<file path="config.mk">
export PLATFORM = sky130hd
export DESIGN_NAME = alu_cmd_master
export DESIGN_NICKNAME = d
export VERILOG_FILES = /design/src/rtl/alu_cmd_master.sv
export SDC_FILE = /design/constraint.sdc
export NUM_CORES = 1
export LEC_CHECK = 0
export CORE_MARGIN = 3
export CORE_UTILIZATION = 37
export CTS_CLUSTER_DIAMETER = 150
export DETAILED_ROUTE_END_ITERATION = 10
export PLACE_DENSITY = 0.75
export SLEW_MARGIN = 25
export SYNTH_ARGS = -nofsm -noshare
export SYNTH_HDL_FRONTEND = slang
export SYNTH_SLANG_ARGS = --single-unit
export TNS_END_PERCENT = 100
</file>
<file path="constraint.sdc">
create_clock -name i_clock -period 2 [get_ports i_clock]
set_input_delay 0.4 -clock i_clock [delete_from_list [all_inputs] [get_ports i_clock]]
set_output_delay 0.4 -clock i_clock [all_outputs]
set_load 0.02 [all_outputs]
</file>
<file path="src/rtl/alu_cmd_master.sv">
// Host-side initiator for the UART-attached ALU: sends A, B, op as three bytes and returns the result byte.
// Optional feature macro ALU_CMD_TIMEOUT_EN: result wait bounded by TIMEOUT_CYCLES, reported via o_rsp_timeout.
module alu_cmd_master #(
    parameter int NB_DATA        = 8,
    parameter int NB_OP          = 6,
    parameter int NB_TIMEOUT     = 20,
    parameter int TIMEOUT_CYCLES = 1000000
) (
    input  logic               i_clock,
    input  logic               i_reset,
    input  logic               i_req_valid,
    input  logic [NB_DATA-1:0] i_req_a,
    input  logic [NB_DATA-1:0] i_req_b,
    input  logic [NB_OP-1:0]   i_req_op,
    output logic               o_req_ready,
    output logic [NB_DATA-1:0] o_tx_data,
    output logic               o_tx_start,
    input  logic               i_tx_done_tick,
    input  logic [NB_DATA-1:0] i_rx_data,
    input  logic               i_rx_done_tick,
    output logic               o_rsp_valid,
    output logic [NB_DATA-1:0] o_rsp_data,
    output logic               o_rsp_timeout,
    output logic               o_busy
);

    typedef enum logic [2:0] {
        IDLE, SEND_A, WAIT_A, SEND_B, WAIT_B, SEND_OP, WAIT_OP, WAIT_RES
    } state_t;

    state_t             state_q, state_d;
    logic [NB_DATA-1:0] a_q, b_q;
    logic [NB_OP-1:0]   op_q;
    logic [NB_DATA-1:0] rsp_data_q;
    logic               rsp_valid_q;
    logic               accept;
    logic               rx_fire;
    logic               to_fire;

    // The strobe cycle is already IDLE; ready waits one more cycle so a held request starts after it.
    assign o_req_ready = (state_q == IDLE) && !rsp_valid_q;
    assign o_busy      = (state_q != IDLE);
    assign accept      = i_req_valid && o_req_ready;
    assign rx_fire     = (state_q == WAIT_RES) && i_rx_done_tick;
    assign o_rsp_valid = rsp_valid_q;
    assign o_rsp_data  = rsp_data_q;

`ifdef ALU_CMD_TIMEOUT_EN
    logic [NB_TIMEOUT-1:0] cnt_q;
    logic                  rsp_timeout_q;

    // A result byte on the terminal cycle wins over the timeout.
    assign to_fire = (state_q == WAIT_RES) && !i_rx_done_tick &&
                     (cnt_q == NB_TIMEOUT'(TIMEOUT_CYCLES - 1));
    assign o_rsp_timeout = rsp_timeout_q;

    always_ff @(posedge i_clock or negedge i_reset) begin
        if (!i_reset) begin
            cnt_q         <= '0;
            rsp_timeout_q <= 1'b0;
        end else begin
            cnt_q <= (state_q == WAIT_RES) ? cnt_q + 1'b1 : '0;
            if (rx_fire || to_fire)
                rsp_timeout_q <= to_fire;
        end
    end
`else
    assign to_fire       = 1'b0;
    assign o_rsp_timeout = 1'b0;
`endif

    // NOTE: state and data registers use non-blocking assignments so every flop samples pre-edge values.
    always_ff @(posedge i_clock or negedge i_reset) begin
        if (!i_reset) begin
            state_q     <= IDLE;
            a_q         <= '0;
            b_q         <= '0;
            op_q        <= '0;
            rsp_valid_q <= 1'b0;
            rsp_data_q  <= '0;
        end else begin
            state_q     <= state_d;
            rsp_valid_q <= rx_fire || to_fire;
            if (accept) begin
                a_q  <= i_req_a;
                b_q  <= i_req_b;
                op_q <= i_req_op;
            end
            if (rx_fire)
                rsp_data_q <= i_rx_data;
            else if (to_fire)
                rsp_data_q <= '0;
        end
    end

    // NOTE: every output of this block gets a default first, so no path can infer a latch.
    always_comb begin
        state_d    = state_q;
        o_tx_start = 1'b0;
        o_tx_data  = '0;
        case (state_q)
            IDLE:     if (accept) state_d = SEND_A;
            SEND_A: begin
                o_tx_start = 1'b1;
                o_tx_data  = a_q;
                state_d    = WAIT_A;
            end
            WAIT_A: begin
                o_tx_data = a_q;
                if (i_tx_done_tick) state_d = SEND_B;
            end
            SEND_B: begin
                o_tx_start = 1'b1;
                o_tx_data  = b_q;
                state_d    = WAIT_B;
            end
            WAIT_B: begin
                o_tx_data = b_q;
                if (i_tx_done_tick) state_d = SEND_OP;
            end
            SEND_OP: begin
                o_tx_start = 1'b1;
                o_tx_data  = NB_DATA'(op_q);
                state_d    = WAIT_OP;
            end
            WAIT_OP: begin
                o_tx_data = NB_DATA'(op_q);
                if (i_tx_done_tick) state_d = WAIT_RES;
            end
            WAIT_RES: if (rx_fire || to_fire) state_d = IDLE;
            default:  state_d = IDLE;
        endcase
    end

endmodule

</file>
Yosys cells after proc, flatten, opt, wreduce, memory -nomap -nowiden
Index checks and enable logic that the tools add are counted.

storage, ports and cells
  register bits = 34

operators by class
  eq/ne operators = 12
  multiplexer cells = 8
  reduce and logical (&&, ||, !) cells = 11

operators by type and width
  operator            count
  $pmux 3 s8          1
  $pmux 8 s3          1
  $mux 3              5
  $eq 3x3->1 const B  4
  $ne 2x2->1 const B  5
  $eq 3x2->1 const B  2
  $reduce_or 2->1     3
  $reduce_and 5->1    1
  $eq 3x1->1 const B  1
  $logic_and 1x1->1   3
  $logic_not 3->1     1
  $reduce_bool 3->1   1
  $reduce_or 3->1     1
  $logic_not 1->1     1
  $mux 1              1

Longest topological paths before layout
Gate-level depths: netlist (run 1).

  word-level depth = 5
  depth in mapped cells = 5

Worst setup path before layout (run 1)
No wires, ideal clock.

  path kind = reg2out
  start point = register state_q[0]
  end point = output port o_tx_data[6]
  arrival = 1417 ps
  setup slack = 183 ps
  stages on the path, launching flop included = 5
  buffers on the path = 1
  cell sequence = dfrtp_1 > buf_2 > mux2i_1 > mux2_2 > o21ai_0

on the way
  word-level cells in the longest chain between the ends = 3
  elaborated cells on any way between the ends = 10
  those cells by class = 6 x eq/ne; 1 x mux; 3 x reduce/logical

RTL lines
  what                                      line  RTL
  from (decl)                               31    state_t state_q, state_d;
  from (signal assigned)                    82    state_q <= state_d;
  $eq 3x3->1, or another cell as far along  101   case (state_q)
  $reduce_or 2->1 (no line)                 n/a
  $pmux 8 s3 *                              101
  to (decl)                                 16    output logic [NB_DATA-1:0] o_tx_data,

Every way passes the cells marked *; elsewhere a longest branch is shown, timed or not.

Worst setup path in the final report (run 1)
  start point = register state_q[0]
  end point = output port o_tx_data[5]

The elaborated chain is that of the path after synthesis.

==> impl_metrics.env, run 1 <==
export IMPL_area_growth_synth_to_final_pct=46.8
export IMPL_grt_overflow_total=0
export IMPL_fmax_mhz=512
export IMPL_ys_ff_latch=34
export IMPL_path_clk_slew_ns=0.07
export IMPL_placementRows=23
export IMPL_ys_warn_count=0
export IMPL_die_x_um=72.5
export IMPL_gp_congestion=0.723
export IMPL_portBuffers=54
export IMPL_cts_tree="built"
export IMPL_ys_top_cells_by_area="dfrtp_1 (52%), mux2_4 (17%), mux2_2 (9.6%)"
export IMPL_synthDistinctLibCells=27
export IMPL_grt_usage=0.159
export IMPL_clk_latency_ns=0.29
export IMPL_path_buf_inv=1
export IMPL_cts_htree_levels=2
export IMPL_cp_required_ns=1.60
export IMPL_clock_path_buffers=2
export IMPL_p_leak_nw=1.14
export IMPL_synth_top_family_by_area="multiplexers"
export IMPL_core_area_um2=4140
export IMPL_synthXorXnorAreaFrac=0.00535
export IMPL_clkSinkCount=34
export IMPL_nFillCells=356
export IMPL_critPathSlowestCell="dfrtp_2"
export IMPL_maxSlewViolCount=0
export IMPL_critical_path_top_delay_family="flip-flops"
export IMPL_drtIter0Drc=11
export IMPL_instances_no_fill=231
export IMPL_synthAdderAreaFrac=0
export IMPL_vdd_ir_drop_worst_uv=896
export IMPL_power_w=0.00392
export IMPL_cts_buffers=5
export IMPL_ys_seq_area_frac=0.520
export IMPL_syn_area_um2=1640
export IMPL_synth_top_cell_by_area="dfrtp_1"
export IMPL_final_nets=215
export IMPL_placed_cells=220
export IMPL_grt_first_pass_wirelength_um=6170
export IMPL_path_class="register to output port"
export IMPL_crit_arrival_ns=1.55
export IMPL_drc=0
export IMPL_die_area_um2=5260
export IMPL_p_per_area_nw_per_um2=1630
export IMPL_status="complete, no violations"
export IMPL_hpwl_um=2790
export IMPL_crit_path_max_fanout=6
export IMPL_holdWs_ns=0.507
export IMPL_maxCapViolations=0
export IMPL_start_kind="register"
export IMPL_start_util=0.395
export IMPL_finalCritPeriodShare=0.976
export IMPL_syn_num_nets=147
export IMPL_r2r_slack_ns=0.15
export IMPL_vias=1119
export IMPL_drt_total_wl_um=3710
export IMPL_finalCriticalPeriod_ns=1.95
export IMPL_antenna_found_initial=0
export IMPL_path_cells="and2_4 > mux2_4 > o2bb2ai_1 > buf_4"
export IMPL_slowest_delay_ns=0.46
export IMPL_synth_compound_area_frac=0.0535
export IMPL_hp_class="input pin to async pin"
export IMPL_rsz0062_at_grt="yes"
export IMPL_postRouteAntennaNets=0
export IMPL_firstDrtPassIters=2
export IMPL_synthMuxAreaShare=0.320
export IMPL_io_pins=56
export IMPL_root_buffer="clkbuf_8"
export IMPL_synth_simple_gate_area_frac=0.0619
export IMPL_syn_area_per_cell_um2=14.6
export IMPL_diodes=0
export IMPL_drive_above_1_share=0.409
export IMPL_end_kind="output port"
export IMPL_via_per_inst=4.84
export IMPL_fin_worst_skew_ns=0.00608
export IMPL_ctsHoldBuffers=0
export IMPL_tns_ns=0
export IMPL_post_drt_wl_per_cell_um=16.0
export IMPL_syn_inst=112
export IMPL_die_y_um=72.5
export IMPL_setup_viol=0
export IMPL_synth_top_area_share=0.520
export IMPL_grt_max_degree=35
export IMPL_first_global_vias=1243
export IMPL_hold_violations=0
-- routing by layer --
metal,vias up,GRT usage,wire length (um)
li1,532,-,-
met1,544,0.174,1440
met2,33,0.281,1960
met3,10,0.0471,207
met4,0,0.0717,102
met5,-,0,0
-- repair_timing --
item	in CTS	in global routing
cloned	0	0
buffers inserted	3	0
setup endpoints to repair	11	9
resized for setup	47	11
-- registers in the layout, summed over array words and instances, names as in the netlist --
| name | count |
|---|---|
| a_q | 8 |
| b_q | 8 |
| o_rsp_data | 8 |
| o_rsp_valid | 1 |
| op_q | 6 |
| state_q | 3 |
-- synthesized netlist by cell type --
| cell type | count |
|---|---|
| mux2i_1 | 8 |
| nor2_1 | 1 |
| buf_2 | 1 |
| buf_4 | 2 |
| conb_1 | 1 |
| a21oi_1 | 1 |
| and2_1 | 1 |
| clkbuf_1 | 1 |
| o2bb2ai_1 | 6 |
| a21boi_0 | 1 |
| or3_1 | 1 |
| nand2b_1 | 1 |
| mux2_2 | 14 |
| nor4_4 | 1 |
| inv_1 | 1 |
| xnor2_1 | 1 |
| nor2b_1 | 1 |
| nand2_2 | 1 |
| o21ai_0 | 3 |
| and3b_1 | 1 |
| nand3_2 | 1 |
| dfrtp_1 | 34 |
| buf_6 | 3 |
| mux2_4 | 19 |
| nand2_1 | 3 |
| nand3_1 | 3 |
| o21a_1 | 1 |
-- path summary, 6_finish.rpt --
check / from / to / cells past startpoint
min reg2reg: op_q[0] / op_q[0] / 1
min in group i_clock: op_q[0] / op_q[0] / 1
max reg2reg: state_q[0] / a_q[3] / 7
max: state_q[0] / o_tx_data[5] / 4
max in group asynchronous: i_reset / state_q[1] / 2
min: i_reset / a_q[0] / 2
-- power by group --
group	switching (W)	internal (W)	leakage, nW
Sequential	0.000246	0.00102	0.411
Combinational	0.000907	0.00112	0.674
Clock	0.000252	0.000372	0.0514
Total	0.00141	0.00252	1.14
-- stage by stage --
stage,utilization,setup slack (ns),instance area [um^2]
3_5_place_dp,0.546,-0.142,2260
6_report,0.580,0.0478,2400
5_1_grt,0.580,-0.0152,2400
4_1_cts,0.574,0.00598,2380
2_1_floorplan,-,0.183,1640
3_3_place_gp,0.546,-0.0965,2260
-- cells by family after synthesis --
group | Yosys count
AOI/OAI and AO/OA | 12
xor gates and xnor gates | 1
buffers and inverters | 8
DFF | 34
muxes | 41
other | 1
and+or+nand+nor | 15
-- placed cells by master (no fill, tap or decap) --
cell             count
clkdlybuf4s50_1     43
dfrtp_1             32
mux2_4              20
buf_4               16
mux2_2              13
mux2i_1              8
buf_2                6
o2bb2ai_1            5
clkbuf_8             5
nand2_1              3
nand3_1              3
o21ai_2              2
dfrtp_2              2
and2_4               1
nor2_1               1
xnor2_2              1
o2bb2ai_2            1
or3_1                1
nand3_2              1
inv_1                1
a21boi_0             1
nor4_4               1
nand2_2              1
nor2b_1              1
and3b_1              1
o21ai_0              1
nand2b_1             1
a21oi_1              1
o21a_1               1
conb_1               1
bufinv_16            1
clkbuf_1             1
clkinvlp_4           1
buf_6                1
dlygate4sd2_1        1
buf_12               1
-- final cells by class --
cell class	count	area (um^2)	area share
Tap cell	50	62.6	0.0260
Sequential cell	34	853	0.355
Inverter	1	3.75	0.00156
Multi-Input combinational cell	70	752	0.313
Clock inverter	2	37.5	0.0156
Timing Repair Buffer	68	621	0.258
Clock buffer	6	72.6	0.0302
(Power assumes the default switching activity.)
==> inputs of run 2 (changes only) <==
CORE_UTILIZATION = 48   (was 37)
PLACE_DENSITY = 0.92   (was 0.75)
clock period = 2.5 ns   (was 2 ns; I/O delays follow)
==> run 2 against run 1 <==
Effect of this change:
- clock-buffer cell count rose by 1
- critical path depth did not move
- clock power fell by 50%
- register-to-register slack improved by 0.64 ns
- combinational power fell by 30%
- non-clock buffer count fell by 8
- clock skew rose by 0.0013 ns
- sequential share of layout area rose by 2.0 points
- hold slack improved by 0.011 ns
- critical path type unchanged
==> impl_metrics.env, run 2 (same netlist as run 1, synthesis figures left out) <==
export IMPL_hold_violations=0
export IMPL_firstDrtPassIters=2
export IMPL_diodes=0
export IMPL_finalCritPeriodShare=0.961
export IMPL_setup_viol=0
export IMPL_worst_pin_slew_ns=0.553
export IMPL_gp_congestion=0.722
export IMPL_cts_htree_levels=2
export IMPL_area_growth_synth_to_final_pct=39.1
export IMPL_path_buf_inv=1
export IMPL_drtIter0Drc=16
export IMPL_vias=1092
export IMPL_drive_above_1_share=0.301
export IMPL_grt_overflow_total=0
export IMPL_worst_path_stages=4
export IMPL_path_cells="and2_1 > mux2_2 > o2bb2ai_1 > dlygate4sd2_1"
export IMPL_p_leak_nw=1.07
export IMPL_final_nets=207
export IMPL_cts_buffers=5
export IMPL_path_class="register to output port"
export IMPL_r2r_start="state_q[2]"
export IMPL_critical_path_top_delay_family="flip-flops"
export IMPL_instances_no_fill=217
export IMPL_maxCapViolations=0
export IMPL_finalCriticalPeriod_ns=2.40
export IMPL_whs_path_depth=1
export IMPL_crit_arrival_ns=1.90
export IMPL_cp_required_ns=2.00
export IMPL_r2r_slack_ns=0.79
export IMPL_drc=0
export IMPL_grt_first_pass_wirelength_um=5780
export IMPL_r2r_end="a_q[4]"
export IMPL_critPathSlowestCell="dfrtp_2"
export IMPL_fmax_mhz=416
export IMPL_p_per_area_nw_per_um2=1220
export IMPL_hpwl_um=2560
export IMPL_first_global_vias=1173
export IMPL_start_util=0.519
export IMPL_root_buffer="clkbuf_4"
export IMPL_grt_max_degree=35
export IMPL_drt_total_wl_um=3380
export IMPL_post_drt_wl_per_cell_um=15.6
export IMPL_die_x_um=64.4
export IMPL_maxSlewViolCount=0
export IMPL_grt_usage=0.183
export IMPL_critPathLaunch="state_q[0]"
export IMPL_endpoint="o_tx_data[4]"
export IMPL_path_clk_slew_ns=0.10
export IMPL_postRouteAntennaNets=0
export IMPL_power_w=0.00277
export IMPL_die_area_um2=4150
export IMPL_vdd_ir_drop_worst_uv=783
export IMPL_final_cell_mix="clkdlybuf4s50_1 (45), dfrtp_1 (31), mux2_4 (19)"
export IMPL_placed_cells=208
export IMPL_die_y_um=64.4
export IMPL_status="complete, no violations"
export IMPL_tns_ns=0
export IMPL_crit_path_max_fanout=11
export IMPL_relSlewSlack=0.629
export IMPL_placementRows=20
export IMPL_reg2reg_depth=4
export IMPL_slowest_delay_ns=0.50
export IMPL_fin_worst_skew_ns=0.00737
export IMPL_start_kind="register"
export IMPL_portBuffers=54
export IMPL_hp_class="register to register"
export IMPL_clkSinkCount=34
export IMPL_final_common_cell="clkdlybuf4s50_1"
export IMPL_io_pins=56
export IMPL_end_kind="output port"
export IMPL_antenna_found_initial=0
export IMPL_cts_tree="built"
export IMPL_rsz0062_at_grt="no"
export IMPL_clk_latency_ns=0.32
export IMPL_ctsHoldBuffers=0
export IMPL_nFillCells=233
export IMPL_via_per_inst=5.03
export IMPL_clock_path_buffers=2
export IMPL_core_area_um2=3150
-- run 2: changes by cell type in the layout (fill, tap and decap cells not counted), moves of 2 or more --
cell,before,now
buf_2,6,0
buf_4,16,6
clkbuf_4,0,5
clkbuf_8,5,1
clkdlybuf4s50_1,43,45
dlygate4sd2_1,1,8
o21ai_0,1,3
o21ai_2,2,0
-- run 2: layout make-up --
class	instances	area (um^2)	area share
inverter	1	3.75	0.00165
clock buffer	7	55.1	0.0242
timing repair buffer	60	578	0.254
multi-input combinational	70	724	0.318
sequential	34	855	0.375
tap	44	55.1	0.0242
clock inverter	1	5.00	0.00220
-- run 2: stage by stage --
stage / utilization / instance area [um^2] / hold WS (ns) / setup slack, ns
after floorplan: - / 1640 / 0.204 / 0.583
after global placement: 0.702 / 2210 / 0.488 / 0.181
after detailed placement: 0.702 / 2210 / 0.497 / 0.108
after CTS: 0.719 / 2270 / 0.521 / 0.0542
after global routing: 0.722 / 2280 / 0.529 / 0.00692
final: 0.722 / 2280 / 0.518 / 0.0985
-- run 2: worst min path at each step --
stage                        from            end  slack (ns)
floorplan                 i_reset         a_q[0]        0.20
global placement          op_q[2]        op_q[2]        0.49
detailed placement         a_q[1]         a_q[1]        0.50
CTS                 o_rsp_data[7]  o_rsp_data[7]        0.52
global route        o_rsp_data[4]  o_rsp_data[4]        0.53
finish              o_rsp_data[4]  o_rsp_data[4]        0.52
-- run 2: metal layers --
layer  global-route usage  wire, um
met1                0.214      1410
met2                0.332      1810
met3               0.0334       119
met4               0.0633        42
met5                    0         0
-- run 2: timing repair --
action | 4_1_cts | 5_1_grt
setup buffers | 0 | 1
endpoints found under the setup margin | 9 | 3
pin swaps | 0 | 0
gates resized for setup | 11 | 1
-- run 2: power by group --
group | internal [W] | switching [W]
clock network | 0.000136 | 0.000176
registers | 0.000818 | 0.000220
logic | 0.000791 | 0.000632
==> inputs of run 3 (changes only) <==
GPL_ROUTABILITY_DRIVEN = 0   (was default)
PLACE_DENSITY = default   (was 0.92)
PLACE_DENSITY_LB_ADDON = 0.08   (was default)
==> run 3 against run 2 <==
Effect of this change:
- first-iteration DRC count grew 88%
- non-clock buffer count stayed put
- hold slack worse by 0.0054 ns
- routed wire length fell by 2.6%
- critical path depth unchanged
- largest power group unchanged
==> impl_metrics.env, run 3 (same netlist as run 1, synthesis figures left out) <==
export IMPL_status="complete, no violations"
export IMPL_grt_overflow_total=0
export IMPL_core_area_um2=3150
export IMPL_antenna_found_initial=0
export IMPL_drt_total_wl_um=3290
export IMPL_nFillCells=237
export IMPL_path_class="register to output port"
export IMPL_portBuffers=54
export IMPL_start_util=0.519
export IMPL_final_common_cell="clkdlybuf4s50_1"
export IMPL_grt_usage=0.169
export IMPL_grt_first_pass_wirelength_um=5360
export IMPL_grt_max_degree=35
export IMPL_dr_wl_met3_um=215
export IMPL_tns_ns=0
export IMPL_post_drt_wl_per_cell_um=15.2
export IMPL_drive_above_1_share=0.301
export IMPL_final_cell_mix="clkdlybuf4s50_1 (46), dfrtp_1 (32), mux2_4 (19)"
export IMPL_via_per_inst=4.99
export IMPL_slowest_delay_ns=0.50
export IMPL_hp_class="register to register"
export IMPL_firstDrtPassIters=3
export IMPL_fmax_mhz=417
export IMPL_finalCriticalPeriod_ns=2.40
export IMPL_maxSlewViolCount=0
export IMPL_critical_path_top_delay_family="flip-flops"
export IMPL_placed_cells=207
export IMPL_critPathSlowestCell="dfrtp_2"
export IMPL_crit_path_max_fanout=11
export IMPL_relSlewSlack=0.640
export IMPL_rsz0062_at_grt="no"
export IMPL_p_leak_nw=1.08
export IMPL_hold_violations=0
export IMPL_vdd_ir_drop_worst_uv=871
export IMPL_finalCritPeriodShare=0.960
export IMPL_cts_buffers=5
export IMPL_first_global_vias=1179
export IMPL_wl_met2_um=1640
export IMPL_die_x_um=64.4
export IMPL_cp_required_ns=2.00
export IMPL_placed_area_um2=2200
export IMPL_holdWs_ns=0.512
export IMPL_drtIter0Drc=30
export IMPL_instances_no_fill=217
export IMPL_setup_viol=0
export IMPL_clkSinkCount=34
export IMPL_final_nets=207
export IMPL_path_buf_inv=1
export IMPL_fin_worst_skew_ns=0.00692
export IMPL_top_layer="met4"
export IMPL_die_area_um2=4150
export IMPL_cts_htree_levels=2
export IMPL_clk_latency_ns=0.32
export IMPL_crit_arrival_ns=1.90
export IMPL_drc=0
export IMPL_cts_tree="built"
export IMPL_start_kind="register"
export IMPL_wl_met1_um=1420
export IMPL_io_pins=56
export IMPL_maxCapViolations=0
export IMPL_vias=1083
export IMPL_clock_path_buffers=2
export IMPL_end_kind="output port"
export IMPL_root_buffer="clkbuf_4"
export IMPL_die_y_um=64.4
export IMPL_diodes=0
export IMPL_worst_pin_slew_ns=0.536
export IMPL_postRouteAntennaNets=0
export IMPL_p_per_area_nw_per_um2=1230
export IMPL_hpwl_um=2430
export IMPL_postLayoutCellArea_um2=2290
export IMPL_path_cells="and2_1 > mux2_2 > o2bb2ai_1 > dlygate4sd2_1"
export IMPL_placementRows=20
export IMPL_path_clk_slew_ns=0.10
export IMPL_area_growth_synth_to_final_pct=40.0
-- run 3: what timing repair did --
item,in CTS,in global routing
resized for setup,10,0
hold buffers,0,0
endpoints found under the setup margin,8,3
buffers inserted,0,2
-- run 3: final timing paths --
| check | from | endpoint | slack, ns | cells past startpoint |
|---|---|---|---|---|
| max | state_q[0] | o_tx_data[2] | 0.10 | 4 |
| min | o_rsp_data[0] | o_rsp_data[0] | 0.51 | 1 |
| max reg2reg | state_q[0] | b_q[0] | 0.78 | 5 |
| min reg2reg | o_rsp_data[0] | o_rsp_data[0] | 0.51 | 1 |
| max in group asynchronous | i_reset | state_q[1] | 1.59 | 2 |
| min in group asynchronous | i_reset | o_rsp_data[7] | 0.59 | 2 |
-- run 3: where the power goes --
group | internal [W] | switching, W
Combinational | 0.000793 | 0.000631
Sequential | 0.000816 | 0.000211
Clock | 0.000192 | 0.000174
Total | 0.00180 | 0.00102
-- run 3: cell type report --
class,count,area (um^2),share of cell area
clock buffer,8,78.8,0.0344
inverter,1,3.75,0.00164
multi-input combinational,70,724,0.316
sequential,34,853,0.372
tap,44,55.1,0.0240
timing repair buffer,60,576,0.251
-- run 3: worst reg2reg max path, stage by stage (launching register included) --
cell,delay [ns]
dfrtp_2,0.50
buf_4,0.17
nor4_4,0.24
nand2_2,0.08
buf_4,0.26
mux2_4,0.35
-- run 3: metal layers --
| layer | up-vias | GRT usage |
|---|---|---|
| met1 | 525 | 0.202 |
| li1 | 516 | - |
| met4 | 0 | 0.0317 |
| met3 | 2 | 0.0685 |
| met5 | - | 0 |
| met2 | 40 | 0.289 |
-- run 3: through the flow --
stage,power [W],worst slack (ns),utilization
6_report,0.00282,0.101,0.727
5_1_grt,0.00298,0.0216,0.727
4_1_cts,0.00282,0.0581,0.722
3_5_place_dp,0.00253,0.0863,0.699
3_3_place_gp,0.00248,0.166,0.699
2_1_floorplan,0.00194,0.583,-
